==> src/rtl/conv55_window_feeder.sv <==
// conv55_window_feeder: turns a raster pixel stream into 5x5 sliding windows using four line buffers.
// Optional feature macro CONV55_FEEDER_FRAME_DONE_EN adds a frame_done pulse after a frame's last window.
module conv55_window_feeder #(
  parameter int IMG_W = 32,
  parameter int IMG_H = 32
) (
  input  logic         clk,
  input  logic         rst_n,
  input  logic [7:0]   pix_in,
  input  logic         pix_valid,
  output logic         pix_ready,
  output logic [199:0] win_data,
  output logic         win_valid,
  input  logic         win_ready,
  output logic         o_dbg_state
`ifdef CONV55_FEEDER_FRAME_DONE_EN
  ,
  output logic         frame_done
`endif
);
  localparam int CW = $clog2(IMG_W);
  localparam int RW = $clog2(IMG_H);

  typedef enum logic {S_FILL = 1'b0, S_STREAM = 1'b1} state_t;

  // Handshake: a beat moves on a rising edge where its valid and ready are both high; a
  // producer never drops valid or changes data until that happens, ready may toggle freely.
  logic [CW-1:0] r_col;
  logic [RW-1:0] r_row;
  state_t        r_state;
  state_t        w_state_nxt;
  logic          r_win_valid;
  logic          w_win_valid_nxt;
  logic [7:0]    r_lb  [4][IMG_W];
  logic [7:0]    r_win [5][5];
  logic [7:0]    w_col_vec [5];
  logic          w_acc;
  logic          w_xfer;
  logic          w_complete;
  logic          w_col_last;
  logic          w_row_last;

  assign pix_ready   = !r_win_valid || win_ready;
  assign win_valid   = r_win_valid;
  assign o_dbg_state = r_state;
  assign w_acc       = pix_valid && pix_ready;
  assign w_xfer      = r_win_valid && win_ready;
  assign w_col_last  = (r_col == CW'(IMG_W - 1));
  assign w_row_last  = (r_row == RW'(IMG_H - 1));
  assign w_complete  = (r_row >= RW'(4)) && (r_col >= CW'(4));

  // New window column, oldest row first: lb[3] holds row-4, lb[0] holds row-1.
  always_comb begin
    w_col_vec[0] = r_lb[3][r_col];
    w_col_vec[1] = r_lb[2][r_col];
    w_col_vec[2] = r_lb[1][r_col];
    w_col_vec[3] = r_lb[0][r_col];
    w_col_vec[4] = pix_in;
  end

  always_ff @(posedge clk) begin
    if (w_acc) begin
      r_lb[3][r_col] <= r_lb[2][r_col];
      r_lb[2][r_col] <= r_lb[1][r_col];
      r_lb[1][r_col] <= r_lb[0][r_col];
      r_lb[0][r_col] <= pix_in;
    end
  end

  always_ff @(posedge clk) begin
    if (!rst_n) begin
      for (int r = 0; r < 5; r++)
        for (int c = 0; c < 5; c++)
          r_win[r][c] <= '0;
    end else if (w_acc) begin
      for (int r = 0; r < 5; r++) begin
        for (int c = 0; c < 4; c++)
          r_win[r][c] <= r_win[r][c+1];
        r_win[r][4] <= w_col_vec[r];
      end
    end
  end

  always_comb begin
    win_data = '0;
    for (int r = 0; r < 5; r++)
      for (int c = 0; c < 5; c++)
        win_data[8*(5*r+c) +: 8] = r_win[r][c];
  end

  always_comb begin
    w_state_nxt     = r_state;
    w_win_valid_nxt = r_win_valid;
    if (w_xfer)
      w_win_valid_nxt = 1'b0;
    if (w_acc) begin
      if (w_complete)
        w_win_valid_nxt = 1'b1;
      if (w_col_last)
        w_state_nxt = S_FILL;
      else if (w_complete)
        w_state_nxt = S_STREAM;
    end
  end

  always_ff @(posedge clk) begin
    if (!rst_n) begin
      r_col       <= '0;
      r_row       <= '0;
      r_state     <= S_FILL;
      r_win_valid <= 1'b0;
    end else begin
      r_state     <= w_state_nxt;
      r_win_valid <= w_win_valid_nxt;
      if (w_acc) begin
        if (w_col_last) begin
          r_col <= '0;
          r_row <= w_row_last ? '0 : r_row + RW'(1);
        end else begin
          r_col <= r_col + CW'(1);
        end
      end
    end
  end

`ifdef CONV55_FEEDER_FRAME_DONE_EN
  logic r_last_pend;
  logic r_frame_done;

  // r_last_pend marks that the window currently held is the final one of its frame.
  always_ff @(posedge clk) begin
    if (!rst_n) begin
      r_last_pend  <= 1'b0;
      r_frame_done <= 1'b0;
    end else begin
      r_frame_done <= w_xfer && r_last_pend;
      if (w_acc && w_complete)
        r_last_pend <= w_row_last && w_col_last;
      else if (w_xfer)
        r_last_pend <= 1'b0;
    end
  end

  assign frame_done = r_frame_done;
`endif

endmodule

==> config.mk <==
export PLATFORM = sky130hd
export DESIGN_NAME = conv55_window_feeder
export DESIGN_NICKNAME = d
export VERILOG_FILES = /design/src/rtl/conv55_window_feeder.sv
export SDC_FILE = /design/constraint.sdc
export NUM_CORES = 1
export LEC_CHECK = 0
export ABC_AREA = 1
export ABC_CLOCK_PERIOD_IN_PS = 6800
export BUFFER_PORTS_ARGS = -buffer_cell sky130_fd_sc_hd__buf_4
export CORE_MARGIN = 5
export CORE_UTILIZATION = 30
export DETAILED_ROUTE_END_ITERATION = 10
export GPL_TIMING_DRIVEN = 1
export HOLD_SLACK_MARGIN = 0.15
export PLACE_DENSITY = 0.53
export SYNTH_ARGS = -nofsm -noshare
export SYNTH_HDL_FRONTEND = slang
export SYNTH_SLANG_ARGS = --single-unit
export TNS_END_PERCENT = 5
==> constraint.sdc <==
create_clock -name clk -period 6.8 [get_ports clk]
set_clock_uncertainty 0.1 [all_clocks]
set_input_delay 0.68 -clock clk [delete_from_list [all_inputs] [get_ports clk]]
set_output_delay 0.68 -clock clk [all_outputs]
set_load 0.01 [all_outputs]
==> results.py, run 1 <==
metrics = {
    "outcome": {
        "status": "finished, final reports clean",
    },
    "logic_synthesis": {
        "ys_warn_count": 0,
        "synthSimpleGateAreaFrac": 0.192,
        "synth_cells": 5010,
        "async_flop_share": 0,
        "synth_area_sq_um": 52200,
        "yosys.area.top_type_share": 0.705,
        "yosysTopAreaCell": "edfxtp_1",
        "synthAdderAreaFrac": 0.00192,
        "ys.flop_type": "edfxtp_1",
        "synthTopCellsByArea": "edfxtp_1 (70%), nand2_1 (13%), inv_1 (6.4%)",
        "yosysMostFrequentCell": "nand2_1",
        "synth_top_family_by_area": "simple AND/OR/NAND/NOR gates",
        "avgSynthCellArea_sq_um": 10.4,
        "synth.area.mux_share": 0,
        "netlist_top_cells_count": "nand2_1 (1867), edfxtp_1 (1224), inv_1 (895)",
        "ys_types": 22,
        "synth-compound-area-share": 0.0106,
        "synthXorXnorAreaFrac": 0,
        "synth_edf_count": 1224,
        "ys_seq_area_frac": 0.709,
        "synth_seq_cells": 1236,
        "synth_fp_nets": 5030,
    },
    "floorplan": {
        "rows": 153,
        "die_y_um": 427,
        "dieArea_sq_um": 182000,
        "io_pins": 215,
        "core_sq_um": 173000,
        "die_width_um": 427,
        "start_util": 0.301,
    },
    "route": {
        "met3RoutedLength_um": 10500,
        "highest_layer": "met5",
        "drc_errors": 0,
        "drt_first_pass_iters": 6,
        "met1_length_um": 63400,
        "vias_per_cell": 4.43,
        "routedWlPerCell_um": 19.5,
        "drtIter0Drc": 3113,
        "wl_met2_um": 70800,
        "vias": 33957,
        "final_antenna_net_count": 0,
        "totalWireLength_um": 150000,
    },
    "cells_and_area": {
        "regArea_sq_um": 37000,
        "fillCellCount": 17385,
        "final_layout_size_suffix_gt1_frac": 0.0985,
        "multi_input_area_sq_um": 11000,
        "fin_cells": 7659,
        "area_delta_synth_final_pct": 16.6,
        "finalCoreUtilization": 0.351,
        "finish.net_count": 5247,
    },
    "power_and_ir_drop": {
        "power_leakage_uw": 0.0258,
        "peakVddDrop_mv": 0.219,
        "power_switching_uw": 4290,
        "p_int_uw": 13200,
        "seqPwrFrac": 0.505,
        "p_per_area_nw_per_um2": 288,
        "pwr-share-comb": 0.089,
        "switching_share": 0.245,
        "p_clk_frac": 0.406,
    },
    "timing": {
        "finalSetupViolCount": 0,
        "rsz0062_at_grt": "false",
        "slew_headroom": 0.105,
        "fin_crit_ns": 4.20,
        "clock.fmax_mhz": 238,
        "worstMarginPinSlew_ns": 1.34,
        "finalCritPeriodShare": 0.617,
        "slew_violations": 0,
        "tns_ns": 0,
        "finalHoldViolations": 0,
    },
    "clocking": {
        "cts.htree.levels": 4,
        "cts_made_buffers": 133,
        "cts_setup_buffers": 0,
        "holdBufCountCts": 3,
        "cts.sinks": 1236,
        "insertion_delay_ns": 0.77,
        "cts_root_buffer": "clkbuf_16",
        "cts_tree": "yes",
        "postCtsResizedCells": 0,
        "path_clk_slew_ns": 0.06,
        "cts_buffer_depth": 3,
    },
    "grt": {
        "grt_max_degree": 183,
        "first_global_vias": 32537,
        "track_usage": 0.161,
        "grt_pass1_wl_um": 218000,
        "antenna_found_initial": 8,
        "grt.overflow.total": 0,
    },
    "critical_path": {
        "cp-start-kind": "register",
        "criticalPathCategory": "register to register",
        "worstSetupEndpointType": "register",
        "worstPathRequired_ns": 7.21,
        "worstPathArrival_ns": 4.60,
        "crit_fanout": 94,
    },
    "job": {
        "drv_cap": 0,
    },
    "place": {
        "gp_congestion": 0.824,
        "post-dp-hpwl_um": 86600,
        "place_inst": 7414,
        "port_buffers": 214,
    },
    "worst_hold_path": {
        "hold_path_class": "input pin to register",
    },
}
[power by group through the flow]
stage,logic [uW],registers (uW),clock network (uW)
after floorplan,833,9020,0
after global placement,1550,9000,0
after detailed placement,1560,9000,0
after CTS,1570,8840,7270
after global routing,1700,8850,7580
final,1550,8840,7110
[area by class of cell]
| type | count | share of cell area |
|---|---|---|
| Sequential cell | 1236 | 0.608 |
| Multi-Input combinational cell | 2658 | 0.180 |
| Clock buffer | 169 | 0.0583 |
| Inverter | 897 | 0.0556 |
| Tap cell | 2325 | 0.0478 |
| Timing Repair Buffer | 301 | 0.0381 |
| Clock inverter | 70 | 0.0118 |
| Antenna cell | 3 | 0.000123 |
[layer usage]
| metal | vias up | global-route usage |
|---|---|---|
| li1 | 16260 | - |
| met1 | 16322 | 0.212 |
| met2 | 1127 | 0.267 |
| met3 | 246 | 0.0294 |
| met4 | 2 | 0.0552 |
| met5 | - | 0 |
[critical path: stages (launching register included)]
cell,delay [ns]
dfxtp_4,0.77
inv_8,0.39
buf_12,0.35
o21ai_0,0.18
o21ai_1,0.10
nand2_1,0.06
nand2_1,0.09
nor2_1,0.30
nand2_1,0.85
buf_4,0.45
[path summary, 6_finish.rpt]
check                                    to  cells after the start         from  slack (ns)
worst max-delay path            r_lb[3][60]                      9     r_col[1]        2.60
worst min-delay path            r_lb[0][35]                      1    pix_in[3]        0.27
worst max register to register  r_lb[3][60]                      9     r_col[1]        2.60
worst min register to register  o_dbg_state                      2  o_dbg_state        0.35
[logic make-up after synthesis]
family                   after synthesis
AND/OR/NAND/NOR                     2541
buffers and inverters               1116
flip-flops                          1236
adder cells (fa/ha/maj)                8
AO/OA/AOI/OAI                        109
[registers in the layout, summed over array words and instances (netlist names)]
register     count
r_win          200
r_col            5
r_lb          1024
o_dbg_state      1
win_valid        1
r_row            5
[per-stage QoR]
step / setup WS (ns) / hold WS (ns) / area, sq um / power, uW
3_3_place_gp: 2.65 / 0.345 / 56500 / 10600
6_report: 2.60 / 0.274 / 60900 / 17500
4_1_cts: 2.65 / 0.201 / 60800 / 17700
2_1_floorplan: 0.881 / 0.352 / 52200 / 9850
3_5_place_dp: 2.62 / 0.346 / 56500 / 10600
5_1_grt: 2.55 / 0.245 / 60800 / 18100
[placed cells by master, fill, tap and decap left out, types with 3 or more instances in the layout]
cell type | netlist | routed
nor3_1 | 5 | 5
o21ai_0 | 36 | 36
buf_4 | 13 | 294
clkinvlp_4 | 0 | 4
buf_12 | 0 | 4
clkinv_16 | 0 | 3
nand3_1 | 358 | 358
clkbuf_1 | 50 | 32
dlygate4sd3_1 | 0 | 3
nand2_1 | 1867 | 1865
o21ai_1 | 32 | 32
dfxtp_1 | 12 | 10
clkinv_2 | 0 | 19
nor2_1 | 309 | 269
clkinv_1 | 0 | 26
edfxtp_1 | 1224 | 1224
clkinv_8 | 0 | 6
nor2_4 | 0 | 40
diode_2 | 0 | 3
a21oi_1 | 37 | 37
ha_1 | 8 | 8
clkbuf_16 | 0 | 137
inv_1 | 895 | 895
bufinv_16 | 0 | 9
(Power assumes the default switching activity.)
==> run 2: changes to the inputs <==
--- a/config.mk
+++ b/config.mk
@@ -6,7 +6,7 @@
 export NUM_CORES = 1
 export LEC_CHECK = 0
 export ABC_AREA = 1
-export ABC_CLOCK_PERIOD_IN_PS = 6800
+export ABC_CLOCK_PERIOD_IN_PS = 4380
 export BUFFER_PORTS_ARGS = -buffer_cell sky130_fd_sc_hd__buf_4
 export CORE_MARGIN = 5
 export CORE_UTILIZATION = 30
==> constraint.sdc (replaced) <==
create_clock -name clk -period 4.38 [get_ports clk]
set_clock_uncertainty 0.1 [all_clocks]
set_input_delay 0.438 -clock clk [delete_from_list [all_inputs] [get_ports clk]]
set_output_delay 0.438 -clock clk [all_outputs]
set_load 0.01 [all_outputs]
==> run 2 against run 1 <==
  * Sequential share of layout area shrank 0.80 points
  * Die area is the same
  * Largest cell class unchanged
  * First-iteration DRC count grew 3.2%
  * Design area grew 1.3%
  * Count of clock-buffer cells in the layout grew 7
==> results.py, run 2 (synthesis gave the netlist of run 1 again) <==
metrics = {
    "timing": {
        "rsz0062_at_grt": "false",
        "slew_violations": 0,
        "finalSetupViolCount": 0,
        "slew_headroom": 0.367,
        "whs_ns": 0.244,
        "worstMarginPinSlew_ns": 0.949,
        "finalWorstSetupSlack_ns": 1.05,
        "clock.fmax_mhz": 301,
        "fin_crit_ns": 3.33,
        "finalCritPeriodShare": 0.759,
        "finalHoldViolations": 0,
        "tns_ns": 0,
    },
    "floorplan": {
        "die_y_um": 427,
        "die_width_um": 427,
        "core_sq_um": 173000,
        "io_pins": 215,
        "rows": 153,
        "dieArea_sq_um": 182000,
        "start_util": 0.301,
    },
    "clocking": {
        "cts.htree.levels": 4,
        "cts_buffer_depth": 3,
        "cts.sinks": 1236,
        "path_clk_slew_ns": 0.06,
        "insertion_delay_ns": 0.77,
        "cts_made_buffers": 136,
        "cts_tree": "yes",
        "cts_root_buffer": "clkbuf_16",
    },
    "cells_and_area": {
        "final_common_cell": "nand2_1",
        "largest_reg_flops": 1024,
        "final_layout_size_suffix_gt1_frac": 0.106,
        "fin_cells": 7715,
        "largest_register": "r_lb",
        "finish.net_count": 5302,
        "top_regs": "r_lb x1024, r_win x200",
        "area_delta_synth_final_pct": 18.2,
        "layout_common_cells": "nand2_1 (1865), edfxtp_1 (1224), inv_1 (895)",
    },
    "grt": {
        "antenna_found_initial": 5,
        "grt_pass1_wl_um": 219000,
        "first_global_vias": 33251,
        "track_usage": 0.162,
        "grt_max_degree": 112,
        "grt.overflow.total": 0,
    },
    "critical_path": {
        "worstPathArrival_ns": 3.66,
        "timing.rr.end": "r_lb[0][160]",
        "worstPathRequired_ns": 4.72,
        "worstSetupEndpoint": "r_lb[0][160]",
        "rrSetupSlack_ns": 1.08,
        "cp-start-kind": "input pin",
        "criticalPathCategory": "input pin to register",
        "ff2ff_path_depth": 6,
        "crit_fanout": 18,
        "r2r-start": "win_valid",
        "worstSetupEndpointType": "register",
        "crit_start": "win_ready",
    },
    "route": {
        "final_antenna_net_count": 0,
        "vias_per_cell": 4.45,
        "routedWlPerCell_um": 19.4,
        "drc_errors": 0,
        "drt_first_pass_iters": 5,
        "totalWireLength_um": 150000,
        "drtIter0Drc": 3214,
        "vias": 34300,
    },
    "place": {
        "gp_congestion": 0.801,
        "place_inst": 7458,
        "port_buffers": 214,
        "post-dp-hpwl_um": 87100,
        "post-place-ws_ns": 0.839,
    },
    "worst_hold_path": {
        "hold_path_class": "input pin to register",
    },
    "power_and_ir_drop": {
        "total_power_uw": 27500,
        "peakVddDrop_mv": 0.412,
        "p_per_area_nw_per_um2": 446,
        "power_leakage_uw": 0.0262,
    },
    "job": {
        "drv_cap": 0,
    },
    "outcome": {
        "status": "finished, final reports clean",
    },
}
[run 2: through the flow]
stage | util | cell area (sq um)
after CTS | 0.355 | 61700
after floorplan | - | 52200
final | 0.356 | 61700
after global placement | 0.330 | 57200
after global routing | 0.356 | 61700
after detailed placement | 0.330 | 57200
[run 2: layout make-up]
type	instances	area [sq um]
antenna	2	5.00
clock buffer	176	3640
clock inverter	68	718
fill	17292	112000
inverter	897	3380
multi-input combinational	2658	11000
sequential	1236	37000
tap	2325	2910
timing repair buffer	353	3030
[run 2: worst max-delay path, stage by stage]
cell	delay, ns
dlygate4sd3_1	0.54
buf_4	0.11
inv_1	0.03
nand2_1	0.09
nand2_1	0.26
inv_1	0.47
nand2_1	0.62
nor2_4	0.77
buf_12	0.28
[run 2: timing repair]
item / 4_1_cts / 5_1_grt
setup buffers: 0 / 0
gates resized for setup: 0 / 0
hold buffers: 11 / 0
endpoints found under the hold margin: 267 / 0
[run 2: layer usage]
layer	part of all wire	GRT usage	wire, um
met2	0.46	0.263	69700
met3	0.082	0.0367	12200
met4	0.032	0.0578	4760
met1	0.42	0.214	63400
met5	0	0	0
[run 2: power breakdown]
part | switching [uW] | internal [uW] | leakage (uW) | total [uW]
clock network | 4660 | 6690 | 0.00211 | 11300
logic | 1810 | 646 | 0.0125 | 2450
registers | 138 | 13600 | 0.0115 | 13700
[run 2: how the worst min path moves through the flow]
| stage | startpoint | endpoint | cells after the start |
|---|---|---|---|
| 2_1_floorplan | r_row[4] | r_row[4] | 2 |
| 3_3_place_gp | r_row[4] | r_row[4] | 2 |
| 3_5_place_dp | r_row[4] | r_row[4] | 2 |
| 4_1_cts | pix_valid | r_col[3] | 4 |
| 5_1_grt | pix_valid | r_col[3] | 4 |
| 6_report | pix_valid | r_col[3] | 4 |
